$ cat src/rtl/sd_access_arbiter_pkg.sv
// -----------------------------------------------------------------------------
// sd_access_arbiter_pkg
// Shared definitions for the SD access arbiter and its round-robin picker:
//   - arbStateT : one-hot FSM state encodings (IDLE, SWITCH, ISSUE, BUSY, DONE)
//   - DIR_READ / DIR_WRITE : request direction encodings (CLI_WR bit values)
//   - clog2() : constant ceiling-log2 used to size index and counter fields
// No ports (package).
// -----------------------------------------------------------------------------
package sd_access_arbiter_pkg;

   // One-hot encoding keeps every state decode a single flop bit.
   typedef enum logic [4:0] {
      IDLE   = 5'b00001,
      SWITCH = 5'b00010,
      ISSUE  = 5'b00100,
      BUSY   = 5'b01000,
      DONE   = 5'b10000
   } arbStateT;

   localparam logic DIR_READ  = 1'b0;
   localparam logic DIR_WRITE = 1'b1;

   // Ceiling log2; clog2(1) = 0, clog2(4) = 2, clog2(100) = 7.
   function automatic int clog2(input int value);
      int result;
      result = 0;
      for (int v = value - 1; v > 0; v = v >> 1) begin
         result++;
      end
      return result;
   endfunction

endpackage

$ cat src/rtl/sd_access_arbiter_rr_pick.sv
// -----------------------------------------------------------------------------
// sd_access_arbiter_rr_pick
// Combinational round-robin priority encoder. Returns the first asserted
// request at or after the pointer, searching upward and wrapping past the top.
// Ports:
//   i_req    [N_CLIENTS-1:0] request vector
//   i_ptr    [IDX_W-1:0]     highest-priority client index (must be < N_CLIENTS)
//   o_winner [IDX_W-1:0]     selected client index (0 when nothing requests)
//   o_valid                  at least one request is asserted
// -----------------------------------------------------------------------------
module sd_access_arbiter_rr_pick
   import sd_access_arbiter_pkg::*;
#(
   parameter int N_CLIENTS = 4,
   parameter int IDX_W     = clog2(N_CLIENTS)
)(
   input  logic [N_CLIENTS-1:0] i_req,
   input  logic [IDX_W-1:0]     i_ptr,
   output logic [IDX_W-1:0]     o_winner,
   output logic                 o_valid
);

   logic [IDX_W:0] w_sum;

   // Walk the offsets from farthest to nearest so the nearest requester to the
   // pointer overwrites any earlier hit; avoids a loop break. The wrap is a
   // conditional subtract because N_CLIENTS need not be a power of two.
   always_comb begin
      o_valid  = 1'b0;
      o_winner = '0;
      w_sum    = '0;
      for (int off = N_CLIENTS - 1; off >= 0; off--) begin
         w_sum = {1'b0, i_ptr} + (IDX_W+1)'(off);
         if (w_sum >= (IDX_W+1)'(N_CLIENTS)) begin
            w_sum = w_sum - (IDX_W+1)'(N_CLIENTS);
         end
         if (i_req[w_sum[IDX_W-1:0]]) begin
            o_valid  = 1'b1;
            o_winner = w_sum[IDX_W-1:0];
         end
      end
   end

endmodule

$ cat src/rtl/sd_access_arbiter.sv
// -----------------------------------------------------------------------------
// sd_access_arbiter
// Shares the single SD controller among N_CLIENTS requesters with per-client
// request/grant/done handshakes and round-robin fairness. Address, write data
// and direction are captured at grant; all outputs are registered.
// Optional build macro: SD_ARB_WATCHDOG_EN adds a TIMEOUT_CYC watchdog over
// ISSUE/BUSY that aborts the transaction and pulses o_cli_err.
// Ports:
//   i_clk, i_rst_n          clock, asynchronous active-low reset
//   i_cli_req/i_cli_wr      per-client request level and direction (1=write)
//   i_cli_addr/i_cli_wdata  packed per-client address / write data
//   o_cli_gnt               one-hot grant held for the whole transaction
//   o_cli_done              one-cycle completion pulse to the granted client
//   o_cli_err               one-cycle watchdog abort pulse (0 without watchdog)
//   i_sd_has_initialized    controller ready
//   i_sd_is_reading/writing controller busy flags
//   o_sd_to_read/write      controller commands
//   o_sd_address/o_sd_wdata latched address / write data for the controller
// -----------------------------------------------------------------------------
module sd_access_arbiter
   import sd_access_arbiter_pkg::*;
#(
   parameter int N_CLIENTS   = 4,
   parameter int ADDR_W      = 32,
   parameter int WDATA_W     = 16,
   parameter int TIMEOUT_CYC = 2**24
)(
   input  logic                         i_clk,
   input  logic                         i_rst_n,
   input  logic [N_CLIENTS-1:0]         i_cli_req,
   input  logic [N_CLIENTS-1:0]         i_cli_wr,
   input  logic [N_CLIENTS*ADDR_W-1:0]  i_cli_addr,
   input  logic [N_CLIENTS*WDATA_W-1:0] i_cli_wdata,
   output logic [N_CLIENTS-1:0]         o_cli_gnt,
   output logic [N_CLIENTS-1:0]         o_cli_done,
   output logic                         o_cli_err,
   input  logic                         i_sd_has_initialized,
   input  logic                         i_sd_is_reading,
   input  logic                         i_sd_is_writing,
   output logic                         o_sd_to_read,
   output logic                         o_sd_to_write,
   output logic [ADDR_W-1:0]            o_sd_address,
   output logic [WDATA_W-1:0]           o_sd_wdata
);

   localparam int IDX_W = clog2(N_CLIENTS);

   arbStateT               r_state;
   arbStateT               w_next_state;
   logic [IDX_W-1:0]       r_ptr;
   logic [IDX_W-1:0]       r_winner;
   logic [IDX_W-1:0]       w_pick_idx;
   logic                   w_pick_valid;
   logic                   r_dir;
   logic [N_CLIENTS-1:0]   r_gnt;
   logic [N_CLIENTS-1:0]   r_done;
   logic [N_CLIENTS-1:0]   w_gnt_nxt;
   logic [N_CLIENTS-1:0]   w_done_nxt;
   logic                   r_to_read;
   logic                   r_to_write;
   logic                   w_to_read_nxt;
   logic                   w_to_write_nxt;
   logic [ADDR_W-1:0]      r_addr;
   logic [WDATA_W-1:0]     r_wdata;
   logic                   w_grant_now;
   logic                   w_busy_seen;
   logic                   w_abort;

   function automatic logic [N_CLIENTS-1:0] oneHot(input logic [IDX_W-1:0] idx);
      oneHot      = '0;
      oneHot[idx] = 1'b1;
   endfunction

   sd_access_arbiter_rr_pick #(
      .N_CLIENTS (N_CLIENTS),
      .IDX_W     (IDX_W)
   ) u_rr_pick (
      .i_req    (i_cli_req),
      .i_ptr    (r_ptr),
      .o_winner (w_pick_idx),
      .o_valid  (w_pick_valid)
   );

   // A grant is only taken from IDLE once the controller reports ready; until
   // then requests simply stay pending at the clients.
   assign w_grant_now = (r_state == IDLE) && i_sd_has_initialized && w_pick_valid;

   // The command is held until the busy flag matching the latched direction
   // rises, so a stale flag of the other direction cannot release it.
   assign w_busy_seen = (r_dir == DIR_WRITE) ? i_sd_is_writing : i_sd_is_reading;

`ifdef SD_ARB_WATCHDOG_EN
   localparam int WDOG_W = clog2(TIMEOUT_CYC) + 1;

   logic [WDOG_W-1:0] r_wdog_cnt;
   logic              r_err;

   // Counts cycles spent in ISSUE and BUSY; zeroed as a new grant is taken so
   // it starts from 0 on ISSUE entry. Abort fires on the cycle that would make
   // the count reach TIMEOUT_CYC.
   always_ff @(posedge i_clk or negedge i_rst_n) begin
      if (!i_rst_n) begin
         r_wdog_cnt <= '0;
      end else if (w_grant_now) begin
         r_wdog_cnt <= '0;
      end else if ((r_state == ISSUE) || (r_state == BUSY)) begin
         r_wdog_cnt <= r_wdog_cnt + 1'b1;
      end
   end

   assign w_abort = ((r_state == ISSUE) || (r_state == BUSY)) &&
                    (r_wdog_cnt == WDOG_W'(TIMEOUT_CYC - 1));

   // Error pulse lines up with the done pulse of the aborted transaction.
   always_ff @(posedge i_clk or negedge i_rst_n) begin
      if (!i_rst_n) begin
         r_err <= 1'b0;
      end else begin
         r_err <= w_abort;
      end
   end

   assign o_cli_err = r_err;
`else
   assign w_abort   = 1'b0;
   assign o_cli_err = 1'b0;
`endif

   // State register.
   always_ff @(posedge i_clk or negedge i_rst_n) begin
      if (!i_rst_n) begin
         r_state <= IDLE;
      end else begin
         r_state <= w_next_state;
      end
   end

   // Next-state logic. A watchdog abort overrides the normal ISSUE/BUSY flow
   // and returns straight to IDLE; the controller itself is never aborted.
   always_comb begin
      w_next_state = r_state;
      unique case (r_state)
         IDLE:    if (w_grant_now) w_next_state = SWITCH;
         SWITCH:  w_next_state = ISSUE;
         ISSUE:   if (w_busy_seen) w_next_state = BUSY;
         BUSY:    if (!i_sd_is_reading && !i_sd_is_writing) w_next_state = DONE;
         DONE:    w_next_state = IDLE;
         default: w_next_state = IDLE;
      endcase
      if (w_abort) begin
         w_next_state = IDLE;
      end
   end

   // Output decode from the next state so every output is a plain flop.
   // Grant covers SWITCH..BUSY, drops as DONE pulses; commands only in ISSUE.
   always_comb begin
      w_gnt_nxt      = '0;
      w_done_nxt     = '0;
      w_to_read_nxt  = 1'b0;
      w_to_write_nxt = 1'b0;
      if ((w_next_state == SWITCH) || (w_next_state == ISSUE) || (w_next_state == BUSY)) begin
         w_gnt_nxt = w_grant_now ? oneHot(w_pick_idx) : oneHot(r_winner);
      end
      if ((w_next_state == DONE) || w_abort) begin
         w_done_nxt = oneHot(r_winner);
      end
      if (w_next_state == ISSUE) begin
         w_to_read_nxt  = (r_dir == DIR_READ);
         w_to_write_nxt = (r_dir == DIR_WRITE);
      end
   end

   // Output registers plus the grant-time capture of the winner's request.
   // Address and data are frozen here, so client changes after the grant
   // cannot reach the controller. The pointer moves past the winner as the
   // transaction finishes (normally or by abort).
   always_ff @(posedge i_clk or negedge i_rst_n) begin
      if (!i_rst_n) begin
         r_gnt      <= '0;
         r_done     <= '0;
         r_to_read  <= 1'b0;
         r_to_write <= 1'b0;
         r_winner   <= '0;
         r_dir      <= DIR_READ;
         r_addr     <= '0;
         r_wdata    <= '0;
         r_ptr      <= '0;
      end else begin
         r_gnt      <= w_gnt_nxt;
         r_done     <= w_done_nxt;
         r_to_read  <= w_to_read_nxt;
         r_to_write <= w_to_write_nxt;
         if (w_grant_now) begin
            r_winner <= w_pick_idx;
            r_dir    <= i_cli_wr[w_pick_idx];
            r_addr   <= i_cli_addr[int'(w_pick_idx)*ADDR_W +: ADDR_W];
            r_wdata  <= i_cli_wdata[int'(w_pick_idx)*WDATA_W +: WDATA_W];
         end
         if ((r_state == DONE) || w_abort) begin
            r_ptr <= (r_winner == IDX_W'(N_CLIENTS - 1)) ? '0 : r_winner + 1'b1;
         end
      end
   end

   assign o_cli_gnt     = r_gnt;
   assign o_cli_done    = r_done;
   assign o_sd_to_read  = r_to_read;
   assign o_sd_to_write = r_to_write;
   assign o_sd_address  = r_addr;
   assign o_sd_wdata    = r_wdata;

endmodule
$ cat config.mk
export PLATFORM = sky130hd
export DESIGN_NAME = sd_access_arbiter
export DESIGN_NICKNAME = d
export VERILOG_FILES = /design/src/rtl/sd_access_arbiter_pkg.sv /design/src/rtl/sd_access_arbiter_rr_pick.sv /design/src/rtl/sd_access_arbiter.sv
export SDC_FILE = /design/constraint.sdc
export NUM_CORES = 1
export LEC_CHECK = 0
export ABC_AREA = 1
export CAP_MARGIN = 20
export CORE_MARGIN = 1
export CORE_UTILIZATION = 44
export CTS_CLUSTER_SIZE = 24
export DETAILED_ROUTE_END_ITERATION = 12
export PLACE_DENSITY = 0.86
export SLEW_MARGIN = 20
export SYNTH_ARGS = -nofsm -noshare
export SYNTH_HDL_FRONTEND = slang
export SYNTH_SLANG_ARGS = --single-unit
$ cat constraint.sdc
create_clock -name i_clk -period 2.8 [get_ports i_clk]
set_input_delay 0.56 -clock i_clk [delete_from_list [all_inputs] [get_ports i_clk]]
set_output_delay 0.56 -clock i_clk [all_outputs]
set_load 0.03 [all_outputs]
==> results of run 1 <==
through the flow:
stage / area (sq um) / std cells / utilization, % / setup WS [ps]
2_1_floorplan: 5150 / 838 / - / 963
3_3_place_gp: 7850 / 1209 / 68.7 / 309
3_5_place_dp: 7850 / 1209 / 68.7 / 250
4_1_cts: 8170 / 1225 / 71.6 / 589
5_1_grt: 8170 / 1225 / 71.6 / 379
6_report: 8170 / 1225 / 71.6 / 574
sequential cells by signal (all words and copies together), names as in the netlist:
name	flops
r_dir	1
r_ptr	2
o_cli_done	4
o_sd_to_read	1
o_sd_to_write	1
r_state	5
o_sd_wdata	16
o_cli_gnt	4
o_sd_address	32
r_winner	2
layout make-up:
| type | instances | area share [%] |
|---|---|---|
| clock buffers | 11 | 2.97 |
| clock inverters | 5 | 1.01 |
| inverters | 182 | 8.36 |
| multi-input cells | 541 | 30.1 |
| flip-flops and latches | 68 | 20.8 |
| well taps | 143 | 2.19 |
| repair buffers | 275 | 34.5 |
cells in the final DEF, fill, tap and decap left out, types with 2 or more instances in the layout:
master                            Yosys  final
sky130_fd_sc_hd__nand2_1            275    274
sky130_fd_sc_hd__clkdlybuf4s50_1      0    261
sky130_fd_sc_hd__nand3_1            183    182
sky130_fd_sc_hd__inv_1              177    177
sky130_fd_sc_hd__dfrtp_1             67     67
sky130_fd_sc_hd__or2_2               26     26
sky130_fd_sc_hd__or2_1               16     16
sky130_fd_sc_hd__nor2_1              13     13
sky130_fd_sc_hd__clkbuf_16            0      9
sky130_fd_sc_hd__buf_12               0      8
sky130_fd_sc_hd__buf_4               10      6
sky130_fd_sc_hd__inv_2                5      5
sky130_fd_sc_hd__a21oi_1              5      5
sky130_fd_sc_hd__o21ai_0              4      4
sky130_fd_sc_hd__ha_1                 4      4
sky130_fd_sc_hd__nor3_1               3      3
sky130_fd_sc_hd__nand2_2              1      2
sky130_fd_sc_hd__nor2_2               2      2
sky130_fd_sc_hd__inv_6                0      2
sky130_fd_sc_hd__bufinv_16            0      2
final timing paths:
path	depth (start not counted)	slack [ps]	start	to
min	1	360	i_rst_n	o_sd_wdata[10]
min in group i_clk	2	480	o_sd_address[16]	o_sd_address[16]
min reg2reg	2	480	o_sd_address[16]	o_sd_address[16]
max	14	570	i_cli_req[0]	o_sd_address[6]
max reg2reg	15	640	r_ptr[0]	o_sd_address[16]
max in group asynchronous	1	1840	i_rst_n	o_cli_done[0]
worst register-to-register path, cell delays in order (launching register included):
cell	delay, ps
sky130_fd_sc_hd__dfrtp_1	470
sky130_fd_sc_hd__inv_2	140
sky130_fd_sc_hd__nand2_1	80
sky130_fd_sc_hd__nand2_1	60
sky130_fd_sc_hd__nand2_1	90
sky130_fd_sc_hd__nand2_1	100
sky130_fd_sc_hd__inv_2	80
sky130_fd_sc_hd__nand2_1	50
sky130_fd_sc_hd__nand2_1	50
sky130_fd_sc_hd__nand2_1	40
sky130_fd_sc_hd__nand2_1	180
sky130_fd_sc_hd__buf_4	370
sky130_fd_sc_hd__nand3_1	160
sky130_fd_sc_hd__nand2_1	100
sky130_fd_sc_hd__nand2_1	70
sky130_fd_sc_hd__nand2_1	60
layer usage:
layer | routed length [microns] | track usage, % | part of all wire, %
met4 | 512 | 9.40 | 3.1
met2 | 8450 | 47.7 | 50
met5 | 0 | 0 | 0
met3 | 1120 | 7.05 | 6.7
met1 | 6700 | 32.4 | 40
power by group through the flow:
stage / Clock, W / Sequential, W / Combinational [W]
2_1_floorplan: 0 / 0.00230 / 0.00122
3_3_place_gp: 0 / 0.00162 / 0.00325
3_5_place_dp: 0 / 0.00162 / 0.00330
4_1_cts: 0.00127 / 0.00162 / 0.00331
5_1_grt: 0.00131 / 0.00167 / 0.00357
6_report: 0.00125 / 0.00162 / 0.00331
cells by family after synthesis:
logic type	after synthesis	share of synthesized area, %
AO/OA/AOI/OAI	13	1.43
adder cells (fa/ha/maj)	4	0.972
buffers and inverters	229	19.2
AND/OR/NAND/NOR	522	45.0
flip-flops	68	33.1
multiplexers	1	0.194
other	1	0.0729
==> results.txt, run 1 <==
----------------------------------------------------
[Setup path]
  Type of the worst setup path ... input port to register
  Kind of capture point of the worst setup path ... register
  Top Family by Delay on Critical Path ... simple AND/OR/NAND/NOR gates
  Buf/Inv on CP ... 3
  Cell-by-cell listing of the critical path ... clkdlybuf4s50_1 -> nand2_1 -> nand2_1 -> nand2_1 -> nand2_1 -> inv_2 -> nand2_1 -> nand2_1 -> nand2_2 -> nand2_4 -> buf_4 -> or2_2 -> nand3_1 -> nand3_1
  Most prevalent standard cell on the critical path ... sky130_fd_sc_hd__nand2_1
  Data arrival at the endpoint of the critical path ... 2440 ps
  CP max-delay cell ... sky130_fd_sc_hd__clkdlybuf4s50_1
  Maximum fanout along the worst path ... 31
  Critical Path Max Stage Delay ... 470 ps
  Required @ worst endpoint ... 3010 ps
  Type of element launching the critical path ... input port

[Die]
  Width of the die ... 110 microns
  Top-Level Pins ... 264
  Core outline area ... 0.0114 sq mm
  Die extent in y ... 110 microns
  Number of core rows ... 39
  Initial cell density of the core ... 45.1%
  DIE AREA ... 0.0121 sq mm

[Pwr]
  Design internal power ... 0.00359 W
  Reg power frac ... 26.3%
  Max VDD drop ... 0.584 mV
  Leakage power ... 4.37 nW
  Total net switching power ... 0.00260 W
  Areal power density over the cells ... 757 mW/mm^2
  Clock network fraction of design power ... 20.2%
  Switching share of power ... 42.0%
  Overall power of the completed layout ... 0.00619 W
  Logic gate share of total power ... 53.5%

[Route]
  Length of the first detailed-routing pass in iterations ... 5
  Detailed Route Iter0 Violations ... 398
  Routed wire length ... 16800 microns
  Post-DRT Antenna Nets ... 0
  Drc violations ... 0
  Total number of vias ... 5864
  Average wire length per cell after detail routing ... 13.7 microns
  Average via count per standard cell ... 4.79

[Clock network]
  Clock insertion delay at the later pin of the skew report ... 330 ps
  TritonCTS buffer count ... 9
  Root cell of the clock tree ... sky130_fd_sc_hd__clkbuf_16
  Hold bufs inserted after CTS ... 0
  Clock slew seen by the registers of the worst setup and hold paths ... 60 ps
  CTS tree ... done
  Post-CTS Repair Setup Buffers ... 0
  Count of instances resized after the clock tree is built ... 0
  Number of sinks handled by clock tree synthesis ... 68
  H-tree levels ... 3
  Maximum count of clock buffers along a single path ... 2

[Placement]
  Port buffer count ... 262
  Routability Congestion ... 0.883
  HPWL reported at the end of detailed placement ... 12300 microns

[Synth]
  Library cell with the highest instance count after synthesis ... sky130_fd_sc_hd__nand2_1
  Total of flip-flops plus latches after synthesis ... 68
  Fraction of registers with async set/reset ... 100%
  Post-Synthesis Net Count ... 1047
  Commonest register cell after synthesis ... sky130_fd_sc_hd__dfrtp_1
  Yosys top cell by area ... sky130_fd_sc_hd__dfrtp_1
  Most common library cells after synthesis ... sky130_fd_sc_hd__nand2_1, sky130_fd_sc_hd__nand3_1, sky130_fd_sc_hd__inv_1
  Sequential cell area fraction in the yosys report ... 33.1%
  Mapped Area ... 0.00515 sq mm
  Fraction of post-synthesis cell area in the top cell type by area ... 32.6%
  Average size of a mapped cell ... 6.14 sq um
  Number of warnings reported in the yosys synthesis log ... 0
  Count of distinct cell types in the synthesized netlist ... 30
  Cell count after synthesis ... 838
  Top post-synthesis cells by area ... sky130_fd_sc_hd__dfrtp_1, sky130_fd_sc_hd__nand2_1, sky130_fd_sc_hd__nand3_1
  Number of enable-type register cells in the synthesized netlist ... 0

[STA]
  Setup total negative slack ... 0 ps
  RSZ-0062 raised after global routing ... no
  Share of the clock period used by the worst path ... 79.5%
  Total count of hold-check failures in the final report ... 0
  Post-route minimum period ... 2230 ps
  # setup viols final ... 0
  Worst max-slew margin expressed relative to the limit ... 39.2%
  FMAX ... 0.449 GHz
  Actual transition at the worst max-transition pin ... 911 ps
  Hold_ws ... 361 ps
  Final number of max-transition violations ... 0
  Clock Skew ... 5.96 ps

[Run]
  Number of max-capacitance violations reported ... 0

[Final layout]
  Multi-input logic area ... 0.00246 sq mm
  Final-layout fill cell count ... 947
  Sequential standard cell area ... 0.00170 sq mm
  Share of post-route cells with drive strength above 1 ... 6.19%
  ANT cells ... 0
  Fin nets ... 1286
  Layout-stage area growth over the synthesis result ... 58.7%

[Global routing]
  Pin count of the biggest net entering global routing ... 69
  First-pass GRT wire length ... 25500 microns
  Grt total ovfl ... 0
  Initial antenna violation count ... 0
  Total global routing track utilization ... 27.3%
  Vias in the first global route ... 5425

[Worst hold path]
  Worst Hold Class ... input port to async pin

[Status]
  Result of the run ... finished clean

----------------------------------------------------
Power figures use the tool's default switching activity.
==> inputs of run 2 (changes only) <==
--- a/config.mk
+++ b/config.mk
@@ -8,10 +8,10 @@
 export ABC_AREA = 1
 export CAP_MARGIN = 20
 export CORE_MARGIN = 1
-export CORE_UTILIZATION = 44
+export CORE_UTILIZATION = 41
 export CTS_CLUSTER_SIZE = 24
 export DETAILED_ROUTE_END_ITERATION = 12
-export PLACE_DENSITY = 0.86
+export PLACE_DENSITY = 0.8
 export SLEW_MARGIN = 20
 export SYNTH_ARGS = -nofsm -noshare
 export SYNTH_HDL_FRONTEND = slang
==> constraint.sdc (replaced) <==
create_clock -name i_clk -period 2.2 [get_ports i_clk]
set_input_delay 0.44 -clock i_clk [delete_from_list [all_inputs] [get_ports i_clk]]
set_output_delay 0.44 -clock i_clk [all_outputs]
set_load 0.03 [all_outputs]
==> results.txt, run 2 (synthesis results as in run 1) <==
----------------------------------------------------
[STA]
  Post-route minimum period ... 2100 ps
  Clock Skew ... 6.30 ps
  Final number of max-transition violations ... 0
  FMAX ... 0.476 GHz
  # setup viols final ... 0
  Setup total negative slack ... 0 ps
  Total count of hold-check failures in the final report ... 0
  Share of the clock period used by the worst path ... 95.4%

[Die]
  Die extent in y ... 114 microns
  Width of the die ... 114 microns
  Core outline area ... 0.0121 sq mm
  DIE AREA ... 0.0130 sq mm
  Initial cell density of the core ... 42.5%
  Top-Level Pins ... 264
  Number of core rows ... 40

[Placement]
  Port buffer count ... 262
  Routability Congestion ... 0.868
  HPWL reported at the end of detailed placement ... 12800 microns
  Placed Instances ... 1250

[Clock network]
  Root cell of the clock tree ... sky130_fd_sc_hd__clkbuf_16
  Clock slew seen by the registers of the worst setup and hold paths ... 60 ps
  TritonCTS buffer count ... 9
  Number of sinks handled by clock tree synthesis ... 68
  CTS tree ... done
  Clock insertion delay at the later pin of the skew report ... 330 ps
  H-tree levels ... 3
  Maximum count of clock buffers along a single path ... 2
  Hold bufs inserted after CTS ... 0

[Pwr]
  Leakage power ... 4.48 nW
  Areal power density over the cells ... 928 mW/mm^2
  Max VDD drop ... 0.513 mV

[Final layout]
  Final-layout fill cell count ... 1055
  ANT cells ... 0
  Final standard cell count with taps included and fillers excluded ... 1271
  Layout-stage area growth over the synthesis result ... 63.5%
  Share of post-route cells with drive strength above 1 ... 8.98%
  Most common cell after layout, fill and taps aside ... sky130_fd_sc_hd__nand2_1
  Leading cell types in the layout, fill and taps excluded ... sky130_fd_sc_hd__nand2_1, sky130_fd_sc_hd__clkdlybuf4s50_1, sky130_fd_sc_hd__nand3_1, sky130_fd_sc_hd__inv_1, sky130_fd_sc_hd__dfrtp_1
  Fin nets ... 1307
  Max FFs per register ... 32

[Global routing]
  Total global routing track utilization ... 25.9%
  Pin count of the biggest net entering global routing ... 57
  Grt total ovfl ... 0
  Initial antenna violation count ... 0
  First-pass GRT wire length ... 26200 microns
  Vias in the first global route ... 5329

[Setup path]
  Kind of capture point of the worst setup path ... register
  Maximum fanout along the worst path ... 17
  Required @ worst endpoint ... 2410 ps
  Type of the worst setup path ... input port to register
  Data arrival at the endpoint of the critical path ... 2300 ps
  Type of element launching the critical path ... input port

[Route]
  Detailed Route Iter0 Violations ... 320
  Average wire length per cell after detail routing ... 13.4 microns
  Length of the first detailed-routing pass in iterations ... 4
  Post-DRT Antenna Nets ... 0
  Total number of vias ... 5914
  Drc violations ... 0
  Routed wire length ... 17000 microns
  Average via count per standard cell ... 4.65

[Run]
  Number of max-capacitance violations reported ... 0

[Status]
  Result of the run ... finished clean

[Worst hold path]
  Worst Hold Class ... input port to async pin

----------------------------------------------------
## run 2: changes by cell type in the layout (fill, tap and decap cells not counted), moves of 2 or more
cell	change
sky130_fd_sc_hd__clkbuf_16	+2
sky130_fd_sc_hd__buf_12	+2
sky130_fd_sc_hd__clkinv_4	+3
sky130_fd_sc_hd__buf_4	+16
sky130_fd_sc_hd__clkinvlp_4	+2
sky130_fd_sc_hd__nand2_1	-6
sky130_fd_sc_hd__bufinv_16	-2
sky130_fd_sc_hd__nand2_2	+5
## run 2: repair_timing
action	in CTS	in global routing
resized for setup	0	15
endpoints found under the setup margin	0	52
hold endpoints to repair	0	0
setup buffers	0	3
## run 2: layout make-up
cell class | count | area (sq um) | share of cell area (%)
clock buffers | 9 | 225 | 2.68
clock inverters | 7 | 51.3 | 0.609
flip-flops and latches | 68 | 1700 | 20.2
inverters | 182 | 688 | 8.17
repair buffers | 296 | 3040 | 36.1
multi-input cells | 541 | 2500 | 29.7
well taps | 168 | 210 | 2.50
## run 2: worst max-delay path: stages
cell and delay (ps):
sky130_fd_sc_hd__clkdlybuf4s50_1 480, sky130_fd_sc_hd__inv_1 40, sky130_fd_sc_hd__nand2_1 70, sky130_fd_sc_hd__nand3_1 110, sky130_fd_sc_hd__nand2_2 110, sky130_fd_sc_hd__inv_2 30
sky130_fd_sc_hd__nor2_1 80, sky130_fd_sc_hd__nor2_1 50, sky130_fd_sc_hd__nand2_2 140, sky130_fd_sc_hd__nand2_8 110, sky130_fd_sc_hd__clkbuf_16 190, sky130_fd_sc_hd__or2_2 280
sky130_fd_sc_hd__nand3_1 80, sky130_fd_sc_hd__nand3_1 80
## run 2: final timing paths
path | from | endpoint | slack [ps] | cells after the start
min in group i_clk | o_sd_address[25] | o_sd_address[25] | 470 | 2
max in group asynchronous | i_rst_n | r_state[0] | 1560 | 2
hold / removal | i_rst_n | o_sd_wdata[0] | 30 | 1
hold reg to reg | o_sd_address[25] | o_sd_address[25] | 470 | 2
setup / recovery | i_cli_req[0] | o_sd_address[27] | 100 | 14
setup reg to reg | r_ptr[0] | o_sd_address[27] | 170 | 13
## run 2: metal layers
layer	wire length [microns]	vias up	track usage (%)	part of all wire (%)
li1	-	3036	-	-
met5	0	-	0	0
met1	7210	2628	32.9	42
met4	587	0	11.7	3.4
met2	8240	205	42.5	48
met3	1010	45	5.15	5.9
## run 2: report_power, final
part | leakage (nW) | switching, W | internal [W] | total, W
Sequential | 0.860 | 0.000296 | 0.00176 | 0.00206
Combinational | 3.49 | 0.00250 | 0.00192 | 0.00441
Clock | 0.132 | 0.000570 | 0.000765 | 0.00134
Total | 4.48 | 0.00336 | 0.00445 | 0.00781
## run 2: metrics by stage
step	total power, W	setup WS (ps)	instance area [sq um]	util (%)	hold WS (ps)
after CTS	0.00778	60.2	8300	68.5	52.6
after detailed placement	0.00640	-232	8020	66.2	408
after global placement	0.00634	-198	8020	66.2	408
final	0.00781	100	8420	69.5	33.7
after global routing	0.00829	-39.9	8420	69.5	68.8
after floorplan	0.00448	382	5150	-	144
==> inputs of run 3 (changes only) <==
--- a/config.mk
+++ b/config.mk
@@ -8,10 +8,11 @@
 export ABC_AREA = 1
 export CAP_MARGIN = 20
 export CORE_MARGIN = 1
-export CORE_UTILIZATION = 41
+export CORE_UTILIZATION = 35
 export CTS_CLUSTER_SIZE = 24
 export DETAILED_ROUTE_END_ITERATION = 12
-export PLACE_DENSITY = 0.8
+export HOLD_SLACK_MARGIN = 0.03
+export PLACE_DENSITY = 0.7
 export SLEW_MARGIN = 20
 export SYNTH_ARGS = -nofsm -noshare
 export SYNTH_HDL_FRONTEND = slang
==> results.txt, run 3 (synthesis results as in run 1) <==
----------------------------------------------------
[Route]
  Average via count per standard cell ... 4.54
  Drc violations ... 0
  Total number of vias ... 5862
  Length of the first detailed-routing pass in iterations ... 4
  Post-DRT Antenna Nets ... 0
  Routed wire length ... 18100 microns
  Average wire length per cell after detail routing ... 14.0 microns
  Detailed Route Iter0 Violations ... 291

[Setup path]
  Path depth of the worst reg2reg path ... 14
  Most prevalent standard cell on the critical path ... sky130_fd_sc_hd__nand2_1
  Maximum fanout along the worst path ... 25
  Buf/Inv on CP ... 2
  Critical Path Max Stage Delay ... 440 ps
  Type of the worst setup path ... register to register
  Type of element launching the critical path ... register
  Cell-by-cell listing of the critical path ... buf_12 -> nand2_1 -> nand2_1 -> nand2_1 -> nand2_2 -> o21ai_1 -> nand2_4 -> nand2_8 -> clkbuf_16 -> nand2_1 -> nand3_1 -> nand2_1 -> nand2_1 -> nand2_1
  Worst reg2reg setup slack ... 120 ps
  CP max-delay cell ... sky130_fd_sc_hd__dfrtp_2
  Required @ worst endpoint ... 2430 ps
  Endpoint of the worst-slack reg-to-reg timing path ... o_sd_address[14]
  Kind of capture point of the worst setup path ... register
  Data arrival at the endpoint of the critical path ... 2310 ps
  Critical register-to-register path startpoint ... r_ptr[0]
  Top Family by Delay on Critical Path ... simple AND/OR/NAND/NOR gates

[Status]
  Result of the run ... finished clean

[Global routing]
  Grt total ovfl ... 0
  Vias in the first global route ... 5451
  Initial antenna violation count ... 0
  First-pass GRT wire length ... 27100 microns
  Total global routing track utilization ... 23.2%
  Pin count of the biggest net entering global routing ... 52

[Clock network]
  Clock slew seen by the registers of the worst setup and hold paths ... 60 ps
  TritonCTS buffer count ... 9
  CTS tree ... done
  Clock insertion delay at the later pin of the skew report ... 340 ps
  Number of sinks handled by clock tree synthesis ... 68
  Maximum count of clock buffers along a single path ... 2
  Root cell of the clock tree ... sky130_fd_sc_hd__clkbuf_16
  Hold bufs inserted after CTS ... 0
  H-tree levels ... 3

[Placement]
  Placed Instances ... 1269
  HPWL reported at the end of detailed placement ... 13500 microns
  Port buffer count ... 262
  Routability Congestion ... 0.844

[Pwr]
  Areal power density over the cells ... 935 mW/mm^2
  Max VDD drop ... 0.442 mV
  Leakage power ... 4.55 nW

[Final layout]
  Multi-input logic area ... 0.00251 sq mm
  ANT cells ... 0
  Layout-stage area growth over the synthesis result ... 66.7%
  Share of post-route cells with drive strength above 1 ... 9.27%
  Max FFs per register ... 32
  Leading cell types in the layout, fill and taps excluded ... sky130_fd_sc_hd__nand2_1, sky130_fd_sc_hd__clkdlybuf4s50_1, sky130_fd_sc_hd__nand3_1, sky130_fd_sc_hd__inv_1, sky130_fd_sc_hd__dfrtp_1
  Final standard cell count with taps included and fillers excluded ... 1291
  Fin nets ... 1315
  Final-layout fill cell count ... 1360
  Most common cell after layout, fill and taps aside ... sky130_fd_sc_hd__nand2_1
  Sequential standard cell area ... 0.00170 sq mm

[Die]
  Core outline area ... 0.0141 sq mm
  Number of core rows ... 43
  Initial cell density of the core ... 36.5%
  Top-Level Pins ... 264
  Die extent in y ... 123 microns
  DIE AREA ... 0.0152 sq mm
  Width of the die ... 123 microns

[STA]
  Hold_ws ... 42.3 ps
  Final number of max-transition violations ... 0
  Post-route minimum period ... 2080 ps
  # setup viols final ... 0
  Total count of hold-check failures in the final report ... 0
  Clock Skew ... 6.32 ps
  FMAX ... 0.480 GHz
  Setup total negative slack ... 0 ps
  Share of the clock period used by the worst path ... 94.7%
  RSZ-0062 raised after global routing ... yes

[Run]
  Number of max-capacitance violations reported ... 0

[Worst hold path]
  Worst Hold Class ... input port to async pin

----------------------------------------------------
run 3: changes by cell type in the layout (fill, tap and decap cells not counted), moves of 2 or more:
cell | previous run | this run
sky130_fd_sc_hd__clkinv_2 | 2 | 0
sky130_fd_sc_hd__nand2_1 | 268 | 272
sky130_fd_sc_hd__nand2_2 | 7 | 2
sky130_fd_sc_hd__clkinv_4 | 3 | 0
sky130_fd_sc_hd__buf_6 | 1 | 6
sky130_fd_sc_hd__nor2_2 | 2 | 5
sky130_fd_sc_hd__inv_6 | 1 | 4
sky130_fd_sc_hd__nor2_1 | 13 | 10
run 3: per-layer routing:
metal / part of all wire (%) / track usage [%]
met3: 5.1 / 5.63
met2: 49 / 38.9
met4: 2.0 / 7.30
met1: 44 / 29.4
met5: 0 / 0
run 3: through the flow:
| step | worst slack [ps] | area [sq um] | total power [W] | utilization [%] |
|---|---|---|---|---|
| 3_5_place_dp | -208 | 8090 | 0.00642 | 57.4 |
| 6_report | 116 | 8580 | 0.00802 | 60.9 |
| 4_1_cts | 73.7 | 8400 | 0.00797 | 59.6 |
| 3_3_place_gp | -194 | 8090 | 0.00638 | 57.4 |
| 5_1_grt | -41.4 | 8580 | 0.00853 | 60.9 |
| 2_1_floorplan | 382 | 5150 | 0.00448 | - |
run 3: how the worst max path moves through the flow:
| stage | cells after the start | start | to | slack (ps) |
|---|---|---|---|---|
| finish | 14 | r_ptr[0] | o_sd_address[14] | 120 |
| global route | 14 | r_ptr[0] | o_sd_address[30] | -40 |
| CTS | 14 | r_ptr[0] | o_sd_wdata[11] | 70 |
| detailed placement | 14 | i_cli_req[0] | o_sd_wdata[5] | -210 |
| global placement | 14 | i_cli_req[1] | o_sd_wdata[11] | -190 |
| floorplan | 14 | r_ptr[0] | o_sd_address[0] | 380 |
run 3: layout make-up:
cell class | instances | share of cell area (%)
repair buffers | 303 | 36.7
inverters | 182 | 7.99
clock buffers | 9 | 2.62
multi-input cells | 542 | 29.3
well taps | 180 | 2.62
clock inverters | 7 | 0.933
flip-flops and latches | 68 | 19.9
run 3: what timing repair did:
item | 4_1_cts | 5_1_grt
endpoints found under the setup margin | 0 | 51
hold endpoints to repair | 0 | 0
buffers inserted | 0 | 2
gates resized for setup | 0 | 17
run 3: power by group:
| group | switching (W) | leakage (nW) | total [W] | internal (W) |
|---|---|---|---|---|
| Combinational | 0.00249 | 3.55 | 0.00444 | 0.00195 |
| Sequential | 0.000309 | 0.860 | 0.00207 | 0.00176 |
| Clock | 0.000614 | 0.143 | 0.00151 | 0.000894 |
| Total | 0.00341 | 4.55 | 0.00802 | 0.00461 |
